### config.mk
export PLATFORM = sky130hd
export DESIGN_NAME = agc_loop_ctrl_flat
export DESIGN_NICKNAME = d
export VERILOG_FILES = /design/src/rtl/agc_ctrl_pkg.sv /design/src/rtl/agc_ctrl_if.sv /design/src/rtl/agc_step_calc.sv /design/src/rtl/agc_loop_ctrl.sv /design/src/flat_wrapper.sv
export SDC_FILE = /design/constraint.sdc
export NUM_CORES = 1
export LEC_CHECK = 0
export ABC_AREA = 1
export ABC_CLOCK_PERIOD_IN_PS = 1900
export CAP_MARGIN = 10
export CORE_UTILIZATION = 38
export CTS_BUF_LIST = sky130_fd_sc_hd__clkbuf_8
export DETAILED_ROUTE_END_ITERATION = 10
export MAX_ROUTING_LAYER = met4
export PLACE_DENSITY_LB_ADDON = 0.08
export SETUP_SLACK_MARGIN = 0.05
export SLEW_MARGIN = 5
export SYNTH_ARGS = -nofsm -noshare
export SYNTH_HDL_FRONTEND = slang
export SYNTH_SLANG_ARGS = --single-unit
export TNS_END_PERCENT = 1
### constraint.sdc
create_clock -name aclk -period 1.9 [get_ports aclk]
set_input_delay 0.57 -clock aclk [delete_from_list [all_inputs] [get_ports aclk]]
set_output_delay 0.57 -clock aclk [all_outputs]
set_load 0.03 [all_outputs]
### src/rtl/agc_ctrl_pkg.sv
// AGC loop controller shared types, limits and parameter defaults.
package agc_ctrl_pkg;

   typedef enum logic [2:0] {
      ST_IDLE,
      ST_CLR,
      ST_TICK,
      ST_MEASURE,
      ST_SETTLE,
      ST_COMPUTE,
      ST_LOAD,
      ST_APPLY
   } agc_state_e;

   localparam logic [16:0]        SCALE_MAX = 17'h1FFFF;
   localparam logic signed [7:0]  OFS_MIN   = -8'sd128;
   localparam logic signed [7:0]  OFS_MAX   = 8'sd127;

   localparam int          WINDOW_LEN_DEF = 131072;
   localparam int          SETTLE_LEN_DEF = 6;
   localparam logic [16:0] SCALE_INIT_DEF = 17'h10000;
   localparam int          SCALE_STEP_DEF = 256;
   localparam int          OFS_TOL_DEF    = 64;

endpackage

### src/rtl/agc_ctrl_if.sv
// Control/status bundle between the AGC loop controller and the signal core.
interface agc_ctrl_if;
   logic        run_i;
   logic        single_i;
   logic [23:0] sq_target_i;
   logic [23:0] sq_tol_i;
   logic [23:0] sq_accum_i;
   logic [20:0] gt_accum_i;
   logic [20:0] lt_accum_i;
   logic        agc_rst_o;
   logic        agc_tick_o;
   logic        agc_ce_o;
   logic [16:0] scale_o;
   logic [7:0]  offset_o;
   logic        scale_ce_o;
   logic        offset_ce_o;
   logic        apply_o;
   logic        busy_o;
   logic        iter_done_o;
   logic        locked_o;

   modport master (
      input  run_i, single_i, sq_target_i, sq_tol_i, sq_accum_i, gt_accum_i, lt_accum_i,
      output agc_rst_o, agc_tick_o, agc_ce_o, scale_o, offset_o, scale_ce_o, offset_ce_o,
             apply_o, busy_o, iter_done_o, locked_o
   );

   modport slave (
      output run_i, single_i, sq_target_i, sq_tol_i, sq_accum_i, gt_accum_i, lt_accum_i,
      input  agc_rst_o, agc_tick_o, agc_ce_o, scale_o, offset_o, scale_ce_o, offset_ce_o,
             apply_o, busy_o, iter_done_o, locked_o
   );
endinterface

### src/rtl/agc_step_calc.sv
// Combinational scale/offset update for one AGC iteration, plus lock status.
module agc_step_calc
   import agc_ctrl_pkg::*;
#(
   parameter int SCALE_STEP = SCALE_STEP_DEF,
   parameter int OFS_TOL    = OFS_TOL_DEF
) (
   input  logic [23:0]       sq_target,
   input  logic [23:0]       sq_tol,
   input  logic [23:0]       sq_accum,
   input  logic [20:0]       gt_accum,
   input  logic [20:0]       lt_accum,
   input  logic [16:0]       scale_cur,
   input  logic signed [7:0] offset_cur,
   output logic [16:0]       scale_nxt,
   output logic signed [7:0] offset_nxt,
   output logic              locked_nxt
);

   localparam logic [16:0] STEP17 = 17'(SCALE_STEP);
   localparam logic [21:0] TOL22  = 22'(OFS_TOL);

   logic [24:0] sq_acc25;
   logic [24:0] sq_hi;
   logic [24:0] sq_lo;
   logic [17:0] scale_up;
   logic [21:0] gt22;
   logic [21:0] lt22;

   // Gain step: compare the square level against a 25-bit deadband, lower edge clamped at 0
   always_comb begin
      sq_acc25  = {1'b0, sq_accum};
      sq_hi     = {1'b0, sq_target} + {1'b0, sq_tol};
      sq_lo     = (sq_target >= sq_tol) ? {1'b0, sq_target - sq_tol} : '0;
      scale_up  = {1'b0, scale_cur} + {1'b0, STEP17};
      scale_nxt = scale_cur;
      if (sq_acc25 > sq_hi) begin
         scale_nxt = (scale_cur < STEP17) ? '0 : scale_cur - STEP17;
      end else if (sq_acc25 < sq_lo) begin
         scale_nxt = (scale_up > {1'b0, SCALE_MAX}) ? SCALE_MAX : scale_up[16:0];
      end
   end

   // Offset step: 22-bit imbalance compare so count+tolerance cannot wrap
   always_comb begin
      gt22       = {1'b0, gt_accum};
      lt22       = {1'b0, lt_accum};
      offset_nxt = offset_cur;
      if (gt22 > lt22 + TOL22) begin
         if (offset_cur != OFS_MIN) offset_nxt = offset_cur - 8'sd1;
      end else if (lt22 > gt22 + TOL22) begin
         if (offset_cur != OFS_MAX) offset_nxt = offset_cur + 8'sd1;
      end
   end

   assign locked_nxt = (scale_nxt == scale_cur) && (offset_nxt == offset_cur);

endmodule

### src/rtl/agc_loop_ctrl.sv
// AGC loop sequencer: measurement window, settle wait, update and apply.
//
//   state   | meaning
//   IDLE    | waiting for run_i or single_i
//   CLR     | clear core accumulators (agc_rst_o)
//   TICK    | mark window start (agc_tick_o)
//   MEASURE | accumulate for WINDOW_LEN cycles (agc_ce_o)
//   SETTLE  | wait SETTLE_LEN cycles for accumulator pipeline
//   COMPUTE | evaluate step; scale/offset/lock registered on exit
//   LOAD    | scale_ce_o / offset_ce_o
//   APPLY   | apply_o, iter_done_o; loop again if run_i
module agc_loop_ctrl
   import agc_ctrl_pkg::*;
#(
   parameter int          WINDOW_LEN = WINDOW_LEN_DEF,
   parameter int          SETTLE_LEN = SETTLE_LEN_DEF,
   parameter logic [16:0] SCALE_INIT = SCALE_INIT_DEF,
   parameter int          SCALE_STEP = SCALE_STEP_DEF,
   parameter int          OFS_TOL    = OFS_TOL_DEF
) (
   input logic        aclk,
   input logic        aresetn,
   agc_ctrl_if.master bus
);

   localparam int             CNT_W       = 21;
   localparam logic [CNT_W-1:0] WIN_LAST    = CNT_W'(WINDOW_LEN - 1);
   localparam logic [CNT_W-1:0] SETTLE_LAST = CNT_W'(SETTLE_LEN - 1);

   logic [1:0]        rst_sync;
   logic              rst_n_int;
   agc_state_e        state, state_nxt;
   logic [CNT_W-1:0]  cnt;
   logic [16:0]       scale_q, scale_nxt;
   logic signed [7:0] offset_q, offset_nxt;
   logic              locked_q, locked_nxt;

   // Reset asserts immediately, releases two aclk edges after aresetn rises
   always_ff @(posedge aclk or negedge aresetn) begin
      if (!aresetn) rst_sync <= 2'b00;
      else          rst_sync <= {rst_sync[0], 1'b1};
   end
   assign rst_n_int = rst_sync[1];

   // State register
   always_ff @(posedge aclk or negedge rst_n_int) begin
      if (!rst_n_int) state <= ST_IDLE;
      else            state <= state_nxt;
   end

   // Window/settle counter: zeroed on every state change, saturates instead of wrapping
   always_ff @(posedge aclk or negedge rst_n_int) begin
      if (!rst_n_int)               cnt <= '0;
      else if (state != state_nxt)  cnt <= '0;
      else if (cnt != '1)           cnt <= cnt + 1'b1;
   end

   // Next-state and per-state strobes
   always_comb begin
      state_nxt       = state;
      bus.agc_rst_o   = 1'b0;
      bus.agc_tick_o  = 1'b0;
      bus.agc_ce_o    = 1'b0;
      bus.scale_ce_o  = 1'b0;
      bus.offset_ce_o = 1'b0;
      bus.apply_o     = 1'b0;
      bus.iter_done_o = 1'b0;
      bus.busy_o      = (state != ST_IDLE);
      case (state)
         ST_IDLE:    if (bus.run_i || bus.single_i) state_nxt = ST_CLR;
         ST_CLR: begin
            bus.agc_rst_o = 1'b1;
            state_nxt     = ST_TICK;
         end
         ST_TICK: begin
            bus.agc_tick_o = 1'b1;
            state_nxt      = ST_MEASURE;
         end
         ST_MEASURE: begin
            bus.agc_ce_o = 1'b1;
            if (cnt == WIN_LAST) state_nxt = ST_SETTLE;
         end
         ST_SETTLE:  if (cnt == SETTLE_LAST) state_nxt = ST_COMPUTE;
         ST_COMPUTE: state_nxt = ST_LOAD;
         ST_LOAD: begin
            bus.scale_ce_o  = 1'b1;
            bus.offset_ce_o = 1'b1;
            state_nxt       = ST_APPLY;
         end
         ST_APPLY: begin
            bus.apply_o     = 1'b1;
            bus.iter_done_o = 1'b1;
            state_nxt       = bus.run_i ? ST_CLR : ST_IDLE;
         end
         default:    state_nxt = ST_IDLE;
      endcase
   end

   agc_step_calc #(
      .SCALE_STEP (SCALE_STEP),
      .OFS_TOL    (OFS_TOL)
   ) u_step (
      .sq_target  (bus.sq_target_i),
      .sq_tol     (bus.sq_tol_i),
      .sq_accum   (bus.sq_accum_i),
      .gt_accum   (bus.gt_accum_i),
      .lt_accum   (bus.lt_accum_i),
      .scale_cur  (scale_q),
      .offset_cur (offset_q),
      .scale_nxt  (scale_nxt),
      .offset_nxt (offset_nxt),
      .locked_nxt (locked_nxt)
   );

   // Capture the step result on leaving COMPUTE; held through LOAD and APPLY
   always_ff @(posedge aclk or negedge rst_n_int) begin
      if (!rst_n_int) begin
         scale_q  <= SCALE_INIT;
         offset_q <= '0;
         locked_q <= 1'b0;
      end else if (state == ST_COMPUTE) begin
         scale_q  <= scale_nxt;
         offset_q <= offset_nxt;
         locked_q <= locked_nxt;
      end
   end

   assign bus.scale_o  = scale_q;
   assign bus.offset_o = offset_q;
   assign bus.locked_o = locked_q;

endmodule

### src/flat_wrapper.sv
// flat-port wrapper written by rule: the top's interface ports become plain ports
module agc_loop_ctrl_flat import agc_ctrl_pkg::*;
#(
   parameter int          WINDOW_LEN = WINDOW_LEN_DEF,
   parameter int          SETTLE_LEN = SETTLE_LEN_DEF,
   parameter logic [16:0] SCALE_INIT = SCALE_INIT_DEF,
   parameter int          SCALE_STEP = SCALE_STEP_DEF,
   parameter int          OFS_TOL    = OFS_TOL_DEF
)
  (aclk, aresetn, bus_run_i, bus_single_i, bus_sq_target_i, bus_sq_tol_i, bus_sq_accum_i, bus_gt_accum_i, bus_lt_accum_i, bus_agc_rst_o, bus_agc_tick_o, bus_agc_ce_o, bus_scale_o, bus_offset_o, bus_scale_ce_o, bus_offset_ce_o, bus_apply_o, bus_busy_o, bus_iter_done_o, bus_locked_o);
  agc_ctrl_if bus_i ();
  input logic aclk;
  input logic aresetn;
  input wire logic [$bits(bus_i.run_i)-1:0] bus_run_i;
  input wire logic [$bits(bus_i.single_i)-1:0] bus_single_i;
  input wire logic [$bits(bus_i.sq_target_i)-1:0] bus_sq_target_i;
  input wire logic [$bits(bus_i.sq_tol_i)-1:0] bus_sq_tol_i;
  input wire logic [$bits(bus_i.sq_accum_i)-1:0] bus_sq_accum_i;
  input wire logic [$bits(bus_i.gt_accum_i)-1:0] bus_gt_accum_i;
  input wire logic [$bits(bus_i.lt_accum_i)-1:0] bus_lt_accum_i;
  output wire logic [$bits(bus_i.agc_rst_o)-1:0] bus_agc_rst_o;
  output wire logic [$bits(bus_i.agc_tick_o)-1:0] bus_agc_tick_o;
  output wire logic [$bits(bus_i.agc_ce_o)-1:0] bus_agc_ce_o;
  output wire logic [$bits(bus_i.scale_o)-1:0] bus_scale_o;
  output wire logic [$bits(bus_i.offset_o)-1:0] bus_offset_o;
  output wire logic [$bits(bus_i.scale_ce_o)-1:0] bus_scale_ce_o;
  output wire logic [$bits(bus_i.offset_ce_o)-1:0] bus_offset_ce_o;
  output wire logic [$bits(bus_i.apply_o)-1:0] bus_apply_o;
  output wire logic [$bits(bus_i.busy_o)-1:0] bus_busy_o;
  output wire logic [$bits(bus_i.iter_done_o)-1:0] bus_iter_done_o;
  output wire logic [$bits(bus_i.locked_o)-1:0] bus_locked_o;
  assign bus_i.run_i = bus_run_i;
  assign bus_i.single_i = bus_single_i;
  assign bus_i.sq_target_i = bus_sq_target_i;
  assign bus_i.sq_tol_i = bus_sq_tol_i;
  assign bus_i.sq_accum_i = bus_sq_accum_i;
  assign bus_i.gt_accum_i = bus_gt_accum_i;
  assign bus_i.lt_accum_i = bus_lt_accum_i;
  assign bus_agc_rst_o = bus_i.agc_rst_o;
  assign bus_agc_tick_o = bus_i.agc_tick_o;
  assign bus_agc_ce_o = bus_i.agc_ce_o;
  assign bus_scale_o = bus_i.scale_o;
  assign bus_offset_o = bus_i.offset_o;
  assign bus_scale_ce_o = bus_i.scale_ce_o;
  assign bus_offset_ce_o = bus_i.offset_ce_o;
  assign bus_apply_o = bus_i.apply_o;
  assign bus_busy_o = bus_i.busy_o;
  assign bus_iter_done_o = bus_i.iter_done_o;
  assign bus_locked_o = bus_i.locked_o;
  agc_loop_ctrl #(.WINDOW_LEN(WINDOW_LEN), .SETTLE_LEN(SETTLE_LEN), .SCALE_INIT(SCALE_INIT), .SCALE_STEP(SCALE_STEP), .OFS_TOL(OFS_TOL)) u_core (.aclk(aclk), .aresetn(aresetn), .bus(bus_i));
endmodule
# Yosys cells after proc, flatten, opt, wreduce, memory -nomap -nowiden

Cells that the tools add are included.

Register bits after elaboration: 52
Output and inout port bits: 34

$add $sub $neg: 9
Magnitude comparators: 7
Equal/unequal tests: 15
Multiplexer cells: 21
Reduce and logical (&&, ||, !) cells: 5

Operators by type and width:

| operator                | number |
|---|---|
| $mux W17                | 4 |
| $add A21 B7 Y22 const B | 2 |
| $gt A21 B22 Y1          | 2 |
| $mux W21                | 2 |
| $mux W8                 | 4 |
| $add A24 B24 Y25        | 1 |
| $gt A24 B25 Y1          | 1 |
| $ge A24 B24 Y1          | 1 |
| $lt A24 B24 Y1          | 1 |
| $mux W24                | 1 |
| $pmux W3 S8             | 1 |
| $sub A24 B24 Y24        | 1 |
| $add A21 B1 Y21 const B | 1 |
| $eq A21 B17 Y1 const B  | 1 |
| $eq A21 B3 Y1 const B   | 1 |
| $ne A21 B21 Y1 const B  | 1 |
| $add A17 B9 Y18 const B | 1 |
| $gt A18 B17 Y1 const B  | 1 |
| $eq A17 B17 Y1          | 1 |
| $lt A17 B9 Y1 const B   | 1 |
| $sub A17 B9 Y17 const B | 1 |
| $ne A8 B8 Y1 const B    | 2 |
| $eq A3 B3 Y1 const B    | 4 |
| $mux W3                 | 3 |
| other kinds (12)        | 18 |

# Depth between registers and ports, before layout

Gate-level depths: netlist of the first run.

Depth after elaboration: 7
Depth in mapped cells: 40
Depth with buffers taken out: 38

# By module

From an unflattened synthesis of the first run, not the netlist that was laid out.

Cell total of the unflattened synthesis: 1,371
Area, all modules: 9,102.5 µm²

By module, submodules not included:

| module        | instances | cells each | area each (µm²) | seq. area each (µm²) |
|---|---|---|---|---|
| agc_step_calc | 1         | 1,092      | 6,536.3         | 0.0 |
| agc_loop_ctrl | 1         | 279        | 2,566.2         | 1,302.5 |

# Worst setup path before layout of the first run

OpenSTA, ideal clock, no wires.

Kind: input to register
Start point: in bus_sq_target_i[0]
End point: reg u_core.locked_q, in the netlist u_core.bus.locked_o
Setup time: 0.065 ns
Data arrival time: 4.627 ns
Setup slack: -2.793 ns
Stages on the path: 35
Buffers on the path: 0
Cells stage by stage: inv_1 > ha_1 > inv_1 > fa_1 > nand2_1 > nand2_1 > nand3_1 > nand2_2 > a21oi_1 > inv_1 > a31oi_1 > inv_1 > a21oi_1 > inv_1 > a21oi_1 > inv_1 > a31oi_1 > or2_2 > nand3_1 > ha_1 > nand4_1 > nor3_1 > nor4b_1 > nand2_4 > nand2_8 > clkinv_4 > nand2_1 > nand3_1 > nand2_1 > nand2_1 > nand2_1 > nand2_1 > nor2_1 > nand2_1 > nand2_1

Longest elaborated chain between the ends: 7

RTL lines:

| element                                                   | line                 | RTL |
|---|---|---|
| start: declaration                                        | flat_wrapper.sv:16   | `input wire logic [$bits(bus_i.sq_target_i)-1:0] bus_sq_target_i;` |
| $sub A24 B24 Y24 / $ge A24 B24 Y1 (equally long branches) | agc_step_calc.sv:34  | `sq_lo = (sq_target >= sq_tol) ? {1'b0, sq_target - sq_tol} : '0;` |
| $mux W24                                                  | agc_step_calc.sv:34  |  |
| $lt A24 B24 Y1                                            | agc_step_calc.sv:39  | `end else if (sq_acc25 < sq_lo) begin` |
| $mux W17                                                  | agc_step_calc.sv:39  |  |
| $mux W17 *                                                | agc_step_calc.sv:37  | `if (sq_acc25 > sq_hi) begin` |
| $eq A17 B17 Y1 *                                          | agc_step_calc.sv:56  | `assign locked_nxt = (scale_nxt == scale_cur) && (offset_nxt == offset_cur);` |
| $logic_and A1 B1 Y1 *                                     | agc_step_calc.sv:56  |  |
| end signal: assignment                                    | agc_loop_ctrl.sv:124 | `locked_q <= locked_nxt;` |
| end: declaration                                          | agc_loop_ctrl.sv:36  | `logic locked_q, locked_nxt;` |

Every way passes the cells marked *; elsewhere a longest branch is shown, timed or not.
A chain may end at the register's enable or synchronous reset.

# Worst setup path after layout of the first run

Start point: in bus_sq_tol_i[0]
End point: reg u_core.locked_q, in the netlist u_core.bus.locked_o

Longest elaborated chain between the ends: 7

RTL lines:

| element                                                   | line                | RTL |
|---|---|---|
| start: declaration                                        | flat_wrapper.sv:17  | `input wire logic [$bits(bus_i.sq_tol_i)-1:0] bus_sq_tol_i;` |
| $sub A24 B24 Y24 / $ge A24 B24 Y1 (equally long branches) | agc_step_calc.sv:34 |  |
| $mux W24                                                  | agc_step_calc.sv:34 |  |
| $lt A24 B24 Y1                                            | agc_step_calc.sv:39 |  |
| $mux W17                                                  | agc_step_calc.sv:39 |  |
| $mux W17 *                                                | agc_step_calc.sv:37 |  |
| $eq A17 B17 Y1 *                                          | agc_step_calc.sv:56 |  |
| $logic_and A1 B1 Y1 *                                     | agc_step_calc.sv:56 |  |

Marked as above.

==> results.py, run 1 <==
metrics = {
    "run_status": {
        "status": "complete, but fails checks",
        "failed_checks": "negative setup slack",
    },
    "routing": {
        "drc_errors": 0,
        "first_pass_iters": 6,
        "dr_total_vias": 11036,
        "drtIter0Drc": 515,
        "routedWlPerCell_um": 13.1,
        "viasPerCell": 4.83,
        "ant_nets": 0,
        "routed_wirelength_mm": 29.9,
    },
    "power": {
        "combPwrFrac_pct": 67.1,
        "powerDensity_mw_per_mm2": 382,
        "vdd_ir_drop_max_mv": 0.313,
        "p_leak_uw": 0.00779,
        "intPower_uw": 3350,
        "netSwitchingFraction_pct": 41.8,
        "p_seq_share_pct": 20.5,
        "p_clk_share_pct": 12.5,
        "p_sw_uw": 2400,
    },
    "placed_design": {
        "placed_cell_area_mm2": 0.0137,
        "dp.final_hpwl_mm": 23.3,
        "dp_cells": 2227,
        "globalplace.congestion": 0.899,
        "io_buffers": 151,
    },
    "timing": {
        "setup_viol": 48,
        "layout_setup_ws_ps": -2630,
        "finalMaxSlewViolations": 0,
        "post-route-min-period_ps": 4530,
        "finalHoldViolCount": 0,
        "max_freq_mhz": 221,
        "min_period_over_period_pct": 239,
        "rsz0062_at_grt": "true",
        "fin_worst_skew_ps": 7.63,
        "relSlewSlack_pct": 61.4,
        "tightest_slew_ps": 574,
        "fin_hold_ws_ps": 241,
    },
    "global_routing": {
        "grt_pass1_vias": 10839,
        "grt_usage_pct": 25.3,
        "grt_max_degree": 27,
        "grt_pass1_wl_mm": 48.6,
        "overflow": 0,
        "antenna_found_initial": 0,
    },
    "logic_synthesis": {
        "synth-seq-cells": 52,
        "ys_warn_count": 0,
        "synth_adder_area_share_pct": 20.9,
        "syn-num-nets": 1660,
        "synth_xor_area_share_pct": 6.12,
        "synth_simple_gate_area_share_pct": 32.7,
        "async_flop_share_pct": 100,
        "synth_edf_count": 0,
        "synth_ff_type": "dfrtp_1",
        "netlist_instances": 1395,
        "muxShareOfSynthArea_pct": 0,
        "synth_area_mm2": 0.00887,
        "synth_top_family_by_area": "simple AND/OR/NAND/NOR gates",
        "synth_compound_area_share_pct": 14.4,
        "ys_types": 57,
        "ys_seq_area_share_pct": 14.7,
        "syn_area_per_cell_um2": 6.36,
    },
    "clock_tree": {
        "clock_path_buffers": 2,
        "htreeDepth": 2,
        "worstSkewPairLatency_ps": 320,
        "cts_sinks": 52,
        "cts_made_buffers": 5,
        "clockRootBuffer": "clkbuf_8",
        "clkTransAtPathRegs_ps": 110,
        "tritoncts": "done",
        "cts_hold_buf": 0,
    },
    "floorplan": {
        "fp-row-count": 55,
        "die_h_um": 155,
        "die-area_mm2": 0.0240,
        "die_x_um": 155,
        "coreArea_mm2": 0.0228,
        "ios": 152,
        "initial_core_util_pct": 39.0,
    },
    "layout": {
        "num-fill-cells": 2075,
        "final_area_mm2": 0.0151,
        "stdcell_count": 2286,
        "antenna_cells": 0,
        "syn_to_final_growth_pct": 69.7,
        "final_util_pct": 66.1,
        "layout-drive-gt1-share_pct": 34.3,
        "nets": 2237,
    },
    "critical_path": {
        "reg2reg_depth": 17,
        "rr_endpoint": "u_core.bus.locked_o",
        "end_kind": "register",
        "critPathMaxStageDelay_ps": 220,
        "critical_path_class": "in2reg",
        "path_max_fanout": 7,
        "cp_data_required_time_ps": 2160,
        "start_kind": "input port",
        "critPathMostFrequentCell": "buf_4",
        "rrSetupSlack_ps": -550,
        "r2r_start": "u_core.bus.offset_o[0]",
        "slowest_stage": "fa_2",
        "cp.arrival_ps": 4800,
    },
    "flow_run": {
        "maxCapViolations": 0,
    },
    "worst_hold_path": {
        "hold_path.class": "reg2async",
    },
}
## how the worst max path moves through the flow
stage | start | endpoint | slack (ps) | cells past startpoint
CTS | bus_sq_target_i[0] | u_core.bus.locked_o | -2580 | 36
finish | bus_sq_tol_i[0] | u_core.bus.locked_o | -2630 | 41
global route | bus_sq_target_i[2] | u_core.bus.locked_o | -2860 | 39
detailed placement | bus_sq_tol_i[2] | u_core.bus.locked_o | -3500 | 35
floorplan | bus_sq_target_i[0] | u_core.bus.locked_o | -2600 | 35
global placement | bus_sq_tol_i[2] | u_core.bus.locked_o | -3430 | 35
## cell usage after synthesis (all sizes together) (2+ instances only)
library cell / n / share of area (%)
o211a: 2 / 0.23
fa: 2 / 0.45
a211oi: 10 / 0.85
a21boi: 3 / 0.25
o21ai: 76 / 4.4
a31oi: 7 / 0.49
o211ai: 3 / 0.25
xnor2: 14 / 1.4
nand3: 107 / 6.2
and2: 3 / 0.23
o21bai: 6 / 0.51
clkbuf: 10 / 0.42
nor4: 13 / 0.99
ha: 145 / 20
o311ai: 2 / 0.20
nand2: 304 / 13
nor3b: 2 / 0.17
buf: 22 / 1.5
nand4: 22 / 1.7
a221oi: 3 / 0.37
and3: 2 / 0.14
dfrtp: 51 / 14
clkinv: 2 / 0.14
nor3: 56 / 3.2
nand3b: 4 / 0.34
xor2: 48 / 4.7
nor2: 135 / 5.8
a21o: 4 / 0.34
inv: 216 / 9.1
or2: 8 / 0.56
o22ai: 6 / 0.42
a21oi: 101 / 5.7
## through the flow
stage | setup TNS [ps] | power [µW] | setup slack, ps
floorplan | -54810 | 2920 | -2600
global placement | -83310 | 4350 | -3430
detailed placement | -84880 | 4390 | -3500
CTS | -60840 | 5540 | -2580
global route | -70730 | 6220 | -2860
finish | -60320 | 5750 | -2630
## placed cells by master (no fill, tap or decap), types with 12 or more instances in the layout
| cell type | n |
|---|---|
| ha_1 | 125 |
| nor2_1 | 108 |
| ha_4 | 16 |
| nand3_2 | 22 |
| buf_4 | 438 |
| buf_6 | 12 |
| nor2_2 | 22 |
| inv_2 | 20 |
| nand3_1 | 82 |
| nor3_2 | 13 |
| o21ai_0 | 53 |
| nor3_1 | 42 |
| inv_1 | 192 |
| a21oi_1 | 86 |
| nand2_1 | 276 |
| nand4_1 | 21 |
| nand2_2 | 20 |
| clkdlybuf4s50_1 | 94 |
| xor2_1 | 48 |
| dfrtp_1 | 49 |
| dlygate4sd2_1 | 21 |
| a21oi_2 | 12 |
| o21ai_1 | 16 |
| xnor2_1 | 14 |
## power groups by stage
stage	clock (µW)	sequential [µW]	combinational (µW)
after global routing	786	1180	4250
after floorplan	0	1260	1660
after detailed placement	0	1200	3190
after global placement	0	1200	3150
final	717	1180	3860
after CTS	741	1180	3620
## routing by layer
metal | track usage [%] | vias to the layer above | share of wire (%)
li1 | - | 5772 | -
met1 | 30.7 | 5018 | 47
met2 | 45.3 | 207 | 49
met3 | 2.27 | 39 | 2.7
met4 | 5.42 | 0 | 1.9
met5 | - | - | 0
## what timing repair did
action | CTS | global route
gates cloned | 5 | 1
gates resized for setup | 192 | 119
buffers inserted | 36 | 9
endpoints found under the setup margin | 78 | 65
pin swaps | 60 | 70
## cells by family after synthesis
family                     after synthesis
other                                    1
xor gates and xnor gates                62
and+or+nand+nor                        657
DFF                                     52
buffers and inverters                  250
AOI/OAI and AO/OA                      226
adders and majority gates              147
## sequential cells by signal, indices dropped and copies added, names as in the netlist
signal / cells
u_core.bus.locked_o: 1
u_core.bus.offset_o: 8
u_core.bus.scale_o: 17
u_core.cnt: 21
u_core.rst_sync: 2
u_core.state: 3
## worst max-delay path, delay by kind of cell
| family | cells | cell delay [ps] |
|---|---|---|
| simple gates | 18 | 1380 |
| fa+ha+maj | 3 | 580 |
| buf+inv | 20 | 2290 |
## area by class of cell
| class | count | area [µm²] | share of cell area, % |
|---|---|---|---|
| Clock inverter | 3 | 27.5 | 0.183 |
| Tap cell | 313 | 392 | 2.60 |
| Timing Repair Buffer | 599 | 4990 | 33.2 |
| Multi-Input combinational cell | 1096 | 7430 | 49.3 |
| Clock buffer | 5 | 68.8 | 0.457 |
| Sequential cell | 52 | 1310 | 8.67 |
| Inverter | 218 | 841 | 5.59 |
No activity file was read; power rests on OpenSTA's default activity.
==> inputs of run 2 (changes only) <==
Settings changed: CORE_UTILIZATION 38 to 55.
==> run 2 against run 1 <==
The flow still finishes with violations (negative setup slack); clock skew up 11 ps; die area down 31%; clock power up 18%; clock-buffer cell count unchanged; global-route usage up 13 points; critical path depth down 8; cell count down 5.9%; non-clock buffer count down 38; utilization up 26 points; power up 4.3%; via count up 16%; fmax down 6.7%; largest cell class unchanged; highest routed layer unchanged.
==> results.py, run 2 (synthesized netlist as in run 1, its figures left out) <==
metrics = {
    "floorplan": {
        "ios": 152,
        "fp-row-count": 46,
        "die-area_mm2": 0.0166,
        "coreArea_mm2": 0.0158,
        "initial_core_util_pct": 56.1,
        "die_h_um": 129,
        "die_x_um": 129,
    },
    "worst_hold_path": {
        "hold_path.class": "reg2async",
    },
    "power": {
        "vdd_ir_drop_max_mv": 0.312,
        "power.total_uw": 6000,
        "p_leak_uw": 0.00775,
        "powerDensity_mw_per_mm2": 412,
    },
    "layout": {
        "regMostFlops": "u_core.cnt",
        "final_cell_mix": "buf_4 (407), nand2_1 (282), inv_1 (194), ha_1 (126), nor2_1 (108)",
        "multi_input_comb_area_mm2": 0.00737,
        "num-fill-cells": 632,
        "layout-drive-gt1-share_pct": 32.2,
        "stdcell_count": 2151,
        "regArea_mm2": 0.00130,
        "largest_reg_flops": 21,
        "final_common_cell": "buf_4",
        "syn_to_final_growth_pct": 64.3,
        "nets": 2199,
        "antenna_cells": 0,
        "final_util_pct": 92.1,
    },
    "routing": {
        "drtIter0Drc": 1215,
        "viasPerCell": 5.97,
        "first_pass_iters": 8,
        "ant_nets": 0,
        "drc_errors": 0,
        "routed_wirelength_mm": 40.3,
        "routedWlPerCell_um": 18.7,
        "dr_total_vias": 12840,
    },
    "timing": {
        "rsz0062_at_grt": "true",
        "setup_viol": 53,
        "fin_worst_skew_ps": 18.3,
        "tightest_slew_ps": 516,
        "min_period_over_period_pct": 256,
        "finalHoldViolCount": 0,
        "relSlewSlack_pct": 65.6,
        "layout_setup_ws_ps": -2960,
        "finalMaxSlewViolations": 0,
        "post-route-min-period_ps": 4860,
        "fin_hold_ws_ps": 259,
        "max_freq_mhz": 206,
    },
    "placed_design": {
        "post-place-ws_ps": -3540,
        "globalplace.congestion": 0.937,
        "io_buffers": 151,
        "dp.final_hpwl_mm": 24.8,
        "dp_cells": 2115,
    },
    "clock_tree": {
        "tritoncts": "done",
        "clockRootBuffer": "clkbuf_8",
        "cts_hold_buf": 0,
        "cts_sinks": 52,
        "clock_path_buffers": 2,
        "cts_made_buffers": 5,
        "htreeDepth": 2,
        "worstSkewPairLatency_ps": 340,
        "clkTransAtPathRegs_ps": 110,
    },
    "global_routing": {
        "grt_usage_pct": 38.2,
        "grt_pass1_vias": 11287,
        "overflow": 0,
        "antenna_found_initial": 0,
        "grt_pass1_wl_mm": 50.1,
        "grt_max_degree": 31,
    },
    "critical_path": {
        "slowest_stage": "fa_2",
        "cp_data_required_time_ps": 2170,
        "critical_path_class": "in2reg",
        "end_kind": "register",
        "critPathMaxStageDelay_ps": 390,
        "cp.arrival_ps": 5130,
        "path_max_fanout": 7,
        "start_kind": "input port",
    },
    "run_status": {
        "failed_checks": "negative setup slack",
        "status": "complete, but fails checks",
    },
    "flow_run": {
        "maxCapViolations": 0,
    },
}
## run 2: changes by cell type in the layout (fill, tap and decap cells not counted), moves of 5 or more
cell,before,now
nand3_2,22,15
dlygate4sd2_1,21,13
buf_4,438,407
nand3_1,82,90
clkbuf_2,9,4
nand2_1,276,282
dlymetal6s2s_1,1,18
nor3_4,1,6
## run 2: final timing paths
kind | endpoint | startpoint | slack (ps) | depth (start not counted)
worst max-delay path | u_core.bus.locked_o | bus_sq_tol_i[0] | -2960 | 33
worst min-delay path | u_core.bus.scale_o[0] | u_core.rst_sync[1] | 260 | 0
worst max register to register | u_core.bus.locked_o | u_core.bus.scale_o[11] | -620 | 17
worst min register to register | u_core.bus.scale_o[0] | u_core.rst_sync[1] | 260 | 0
max in group asynchronous | u_core.bus.scale_o[16] | u_core.rst_sync[1] | 1030 | 1
min in group aclk | u_core.rst_sync[1] | u_core.rst_sync[0] | 380 | 0
## run 2: what timing repair did
action / in CTS / in global routing
setup buffers: 4 / 19
setup endpoints to repair: 80 / 64
resized for setup: 109 / 183
pin swaps: 11 / 72
cloned: 1 / 4
## run 2: stage by stage
stage / setup TNS [ps] / area (µm²)
floorplan: -54810 / 8940
global placement: -78830 / 13500
detailed placement: -84420 / 13500
CTS: -67350 / 13800
global route: -80320 / 14600
finish: -71990 / 14600
## run 2: final cells by class
| class | instances | area share, % |
|---|---|---|
| Sequential cell | 52 | 8.94 |
| Multi-Input combinational cell | 1096 | 50.6 |
| Inverter | 218 | 5.77 |
| Timing Repair Buffer | 561 | 32.1 |
| Clock inverter | 3 | 0.292 |
| Clock buffer | 5 | 0.472 |
| Tap cell | 216 | 1.85 |
## run 2: power by group
group | total [µW] | switching (µW) | internal, µW
Clock | 844 | 449 | 395
Sequential | 1180 | 40.1 | 1140
Combinational | 3980 | 2140 | 1830
## run 2: critical path: cells and delay by family
kind | cells | cell delay [ps]
adders and majority gates | 3 | 850
buffers and inverters | 6 | 500
and+or+nand+nor | 19 | 2340
AOI/OAI and AO/OA | 5 | 890
## run 2: routing by layer
metal	wire length (µm)	GRT usage, %	share of wire (%)
met1	14100	42.4	35
met2	18900	69.5	47
met3	4000	5.33	9.9
met4	3270	14.0	8.1
met5	0	-	0
==> inputs of run 3 (changes only) <==
--- a/config.mk
+++ b/config.mk
@@ -12,2 +12,3 @@
 export CTS_BUF_LIST = sky130_fd_sc_hd__clkbuf_8
+export CTS_CLUSTER_DIAMETER = 100
 export DETAILED_ROUTE_END_ITERATION = 10
==> constraint.sdc (replaced) <==
create_clock -name aclk -period 1.9 [get_ports aclk]
set_input_delay 0.475 -clock aclk [delete_from_list [all_inputs] [get_ports aclk]]
set_output_delay 0.475 -clock aclk [all_outputs]
set_load 0.03 [all_outputs]
==> run 3 against run 2 <==
Area after synthesis unchanged; the flow now stops in global routing (5_1_grt); synthesized cell count unchanged.
==> results.py, run 3 <==
metrics = {
    "run_status": {
        "status": "did not finish",
        "stop_stage": "global routing (5_1_grt)",
        "error": "[ERROR GRT-0232] Routing congestion too high. Check the congestion heatmap in the GUI.",
    },
    "global_routing": {
        "grt_usage_pct": 69.9,
        "overflow": 4,
        "grt_max_degree": 31,
    },
    "logic_synthesis": {
        "ys_seq_area_share_pct": 14.7,
        "synth_adder_area_share_pct": 20.9,
        "async_flop_share_pct": 100,
        "syn_area_per_cell_um2": 6.36,
        "synth-seq-cells": 52,
        "synth_ff_type": "dfrtp_1",
        "synth.most_common_cell": "nand2_1",
        "synth_common_cells": "nand2_1 (297), inv_1 (214), ha_1 (145), nor2_1 (132), nand3_1 (104)",
        "synth_top_cell_by_area": "ha_1",
        "synth_top_area_share_pct": 20.4,
        "synth_compound_area_share_pct": 14.4,
        "muxShareOfSynthArea_pct": 0,
        "ys_types": 57,
        "synth_top_family_by_area": "simple AND/OR/NAND/NOR gates",
        "ys_warn_count": 0,
        "synth_xor_area_share_pct": 6.12,
        "synth_simple_gate_area_share_pct": 32.7,
        "syn-num-nets": 1660,
        "netlist_instances": 1395,
        "synth.area.top_cells": "ha_1 (20%), dfrtp_1 (14%), nand2_1 (13%)",
        "synth_edf_count": 0,
        "synth_area_mm2": 0.00887,
    },
    "placed_design": {
        "io_buffers": 151,
        "dp.final_hpwl_mm": 24.5,
        "globalplace.congestion": 0.945,
        "post-place-ws_ps": -3580,
    },
    "floorplan": {
        "die_h_um": 129,
        "initial_core_util_pct": 56.1,
        "ios": 152,
        "die_x_um": 129,
        "fp-row-count": 46,
    },
    "clock_tree": {
        "clock_path_buffers": 2,
        "cts_sinks": 52,
        "clockRootBuffer": "clkbuf_8",
        "cts_made_buffers": 5,
        "htreeDepth": 2,
        "cts_hold_buf": 0,
    },
    "timing": {
        "crit_endpoint": "u_core.bus.locked_o$_DFFE_PN0P_/D",
        "worstEpCategory": "register data pin",
    },
}
[run 3: cell counts after synthesis]
No cell type changed its count.
[run 3: what timing repair did]
action | CTS
resized for setup | 235
setup buffers | 31
setup endpoints to repair | 79
pin swaps | 65
cloned | 6
[run 3: cells by family after synthesis]
family	Yosys count
AOI/OAI and AO/OA	226
xor gates and xnor gates	62
adders and majority gates	147
buffers and inverters	250
DFF	52
other	1
and+or+nand+nor	657
[run 3: routing by layer]
layer | global-route usage [%] | GRT overflow
met1 | 66.4 | 0
met4 | 71.3 | 2
met2 | 92.9 | 2
met3 | 45.0 | 0
met5 | - | -
[run 3: through the flow]
step / hold WS (ps) / utilization, % / setup TNS, ps / cells / instance area [µm²]
detailed placement: 265 / 85.2 / -85620 / 2115 / 13500
CTS: 285 / 90.7 / -59920 / 2160 / 14400
global placement: 244 / 85.2 / -79600 / 2115 / 13500
floorplan: 179 / - / -52340 / 1395 / 8940
==> inputs of run 4 (changes only) <==
Settings changed: CORE_UTILIZATION 55 to 40, CTS_BUF_LIST sky130_fd_sc_hd__clkbuf_8 to not set, CTS_CLUSTER_DIAMETER 100 to not set, MAX_ROUTING_LAYER met4 to not set, PLACE_DENSITY_LB_ADDON 0.08 to 0.15, SETUP_SLACK_MARGIN 0.05 to not set.
==> run 4 against run 3 <==
The flow now finishes, with violations (negative setup slack).
==> results.py, run 4 (synthesized netlist as in run 1, its figures left out) <==
metrics = {
    "critical_path": {
        "cp_data_required_time_ps": 2140,
        "reg2reg_depth": 17,
        "slowest_stage": "fa_1",
        "crit_end": "u_core.bus.locked_o",
        "end_kind": "register",
        "critical_path_class": "in2reg",
        "path_max_fanout": 5,
        "crit_path_start": "bus_sq_tol_i[0]",
        "r2r_start": "u_core.bus.offset_o[0]",
        "rrSetupSlack_ps": -500,
        "start_kind": "input port",
        "cp.arrival_ps": 4700,
        "critPathMaxStageDelay_ps": 410,
        "rr_endpoint": "u_core.bus.locked_o",
    },
    "power": {
        "p_sw_uw": 2320,
        "power.total_uw": 5760,
        "powerDensity_mw_per_mm2": 395,
        "combPwrFrac_pct": 63.1,
        "p_seq_share_pct": 20.4,
        "p_leak_uw": 0.00763,
        "vdd_ir_drop_max_mv": 0.285,
        "netSwitchingFraction_pct": 40.3,
        "p_clk_share_pct": 16.5,
        "intPower_uw": 3440,
    },
    "floorplan": {
        "die-area_mm2": 0.0228,
        "ios": 152,
        "die_h_um": 151,
        "die_x_um": 151,
        "coreArea_mm2": 0.0218,
        "fp-row-count": 54,
        "initial_core_util_pct": 40.8,
    },
    "clock_tree": {
        "clockRootBuffer": "clkbuf_16",
        "cts_made_buffers": 5,
        "worstSkewPairLatency_ps": 300,
        "cts_sinks": 52,
        "tritoncts": "done",
        "clock_path_buffers": 2,
        "htreeDepth": 2,
        "clkTransAtPathRegs_ps": 80,
    },
    "routing": {
        "routedWlPerCell_um": 12.9,
        "viasPerCell": 4.93,
        "routed_wirelength_mm": 28.6,
        "drtIter0Drc": 409,
        "dr_total_vias": 10948,
        "first_pass_iters": 6,
        "drc_errors": 0,
        "ant_nets": 0,
    },
    "timing": {
        "max_freq_mhz": 224,
        "tightest_slew_ps": 580,
        "rsz0062_at_grt": "true",
        "relSlewSlack_pct": 61.0,
        "fin_worst_skew_ps": 8.35,
        "post-route-min-period_ps": 4470,
        "min_period_over_period_pct": 235,
        "finalHoldViolCount": 0,
        "setup_viol": 47,
        "layout_setup_ws_ps": -2570,
        "finalMaxSlewViolations": 0,
        "tns_ps": -56940,
        "fin_hold_ws_ps": 206,
    },
    "global_routing": {
        "grt_pass1_wl_mm": 45.3,
        "grt_usage_pct": 24.3,
        "antenna_found_initial": 0,
        "grt_pass1_vias": 10504,
        "overflow": 0,
        "grt_max_degree": 22,
    },
    "layout": {
        "syn_to_final_growth_pct": 64.5,
        "final_cell_mix": "buf_4 (413), nand2_1 (280), inv_1 (195), ha_1 (128), nor2_1 (118)",
        "regMostFlops": "u_core.cnt",
        "regArea_mm2": 0.00130,
        "layout-drive-gt1-share_pct": 31.4,
        "num-fill-cells": 1951,
        "multi_input_comb_area_mm2": 0.00733,
        "largest_reg_flops": 21,
        "final_common_cell": "buf_4",
        "antenna_cells": 0,
        "nets": 2204,
    },
    "flow_run": {
        "maxCapViolations": 0,
    },
    "run_status": {
        "failed_checks": "negative setup slack",
        "status": "complete, but fails checks",
    },
    "placed_design": {
        "dp.final_hpwl_mm": 22.8,
        "io_buffers": 151,
        "globalplace.congestion": 0.908,
    },
    "worst_hold_path": {
        "hold_path.class": "reg2async",
    },
}
-- run 4: worst max-delay path, delay by kind of cell --
family          cells  cell delay (ps)
simple gates       12             1220
compound gates      7             1170
buf+inv             5              720
fa+ha+maj           3              950
xor+xnor            1              140
-- run 4: metrics by stage --
stage,worst slack [ps],cell area (µm²),utilization [%],cells
4_1_cts,-2590,14300,65.5,2212
3_5_place_dp,-3340,13600,62.5,2184
5_1_grt,-2830,14600,67.1,2220
2_1_floorplan,-2510,8940,-,1395
3_3_place_gp,-3270,13600,62.5,2184
6_report,-2570,14600,67.1,2220
-- run 4: what timing repair did --
item | in CTS | in global routing
endpoints found under the setup margin | 67 | 56
pin swaps | 43 | 53
hold buffers | 0 | 0
gates cloned | 2 | 0
gates resized for setup | 170 | 99
setup buffers | 18 | 8
-- run 4: power groups by stage --
stage          registers, µW  clock network (µW)  logic [µW]
3_3_place_gp            1200                   0        3140
4_1_cts                 1180                 975        3430
2_1_floorplan           1260                   0        1660
5_1_grt                 1180                1010        4010
6_report                1180                 950        3630
3_5_place_dp            1200                   0        3180
-- run 4: per-layer routing --
layer	share of wire (%)	track usage (%)
met1	45	30.0
met2	49	44.6
met3	4.0	2.20
met4	2.2	6.55
met5	0	0
-- run 4: how the worst min path moves through the flow --
stage	from	end	slack [ps]	cells past startpoint
finish	u_core.rst_sync[1]	u_core.bus.scale_o[13]	210	0
detailed placement	u_core.rst_sync[1]	u_core.state[1]	210	0
global placement	u_core.rst_sync[1]	u_core.bus.scale_o[1]	210	0
floorplan	aresetn	u_core.rst_sync[0]	180	0
CTS	u_core.rst_sync[1]	u_core.state[1]	210	0
global route	u_core.rst_sync[1]	u_core.bus.scale_o[13]	240	0
-- run 4: cell type report --
type	instances	share of cell area, %
Clock inverter	3	0.189
Timing Repair Buffer	567	31.6
Sequential cell	52	8.93
Multi-Input combinational cell	1095	50.2
Clock buffer	5	0.857
Inverter	218	5.74
Tap cell	280	2.40
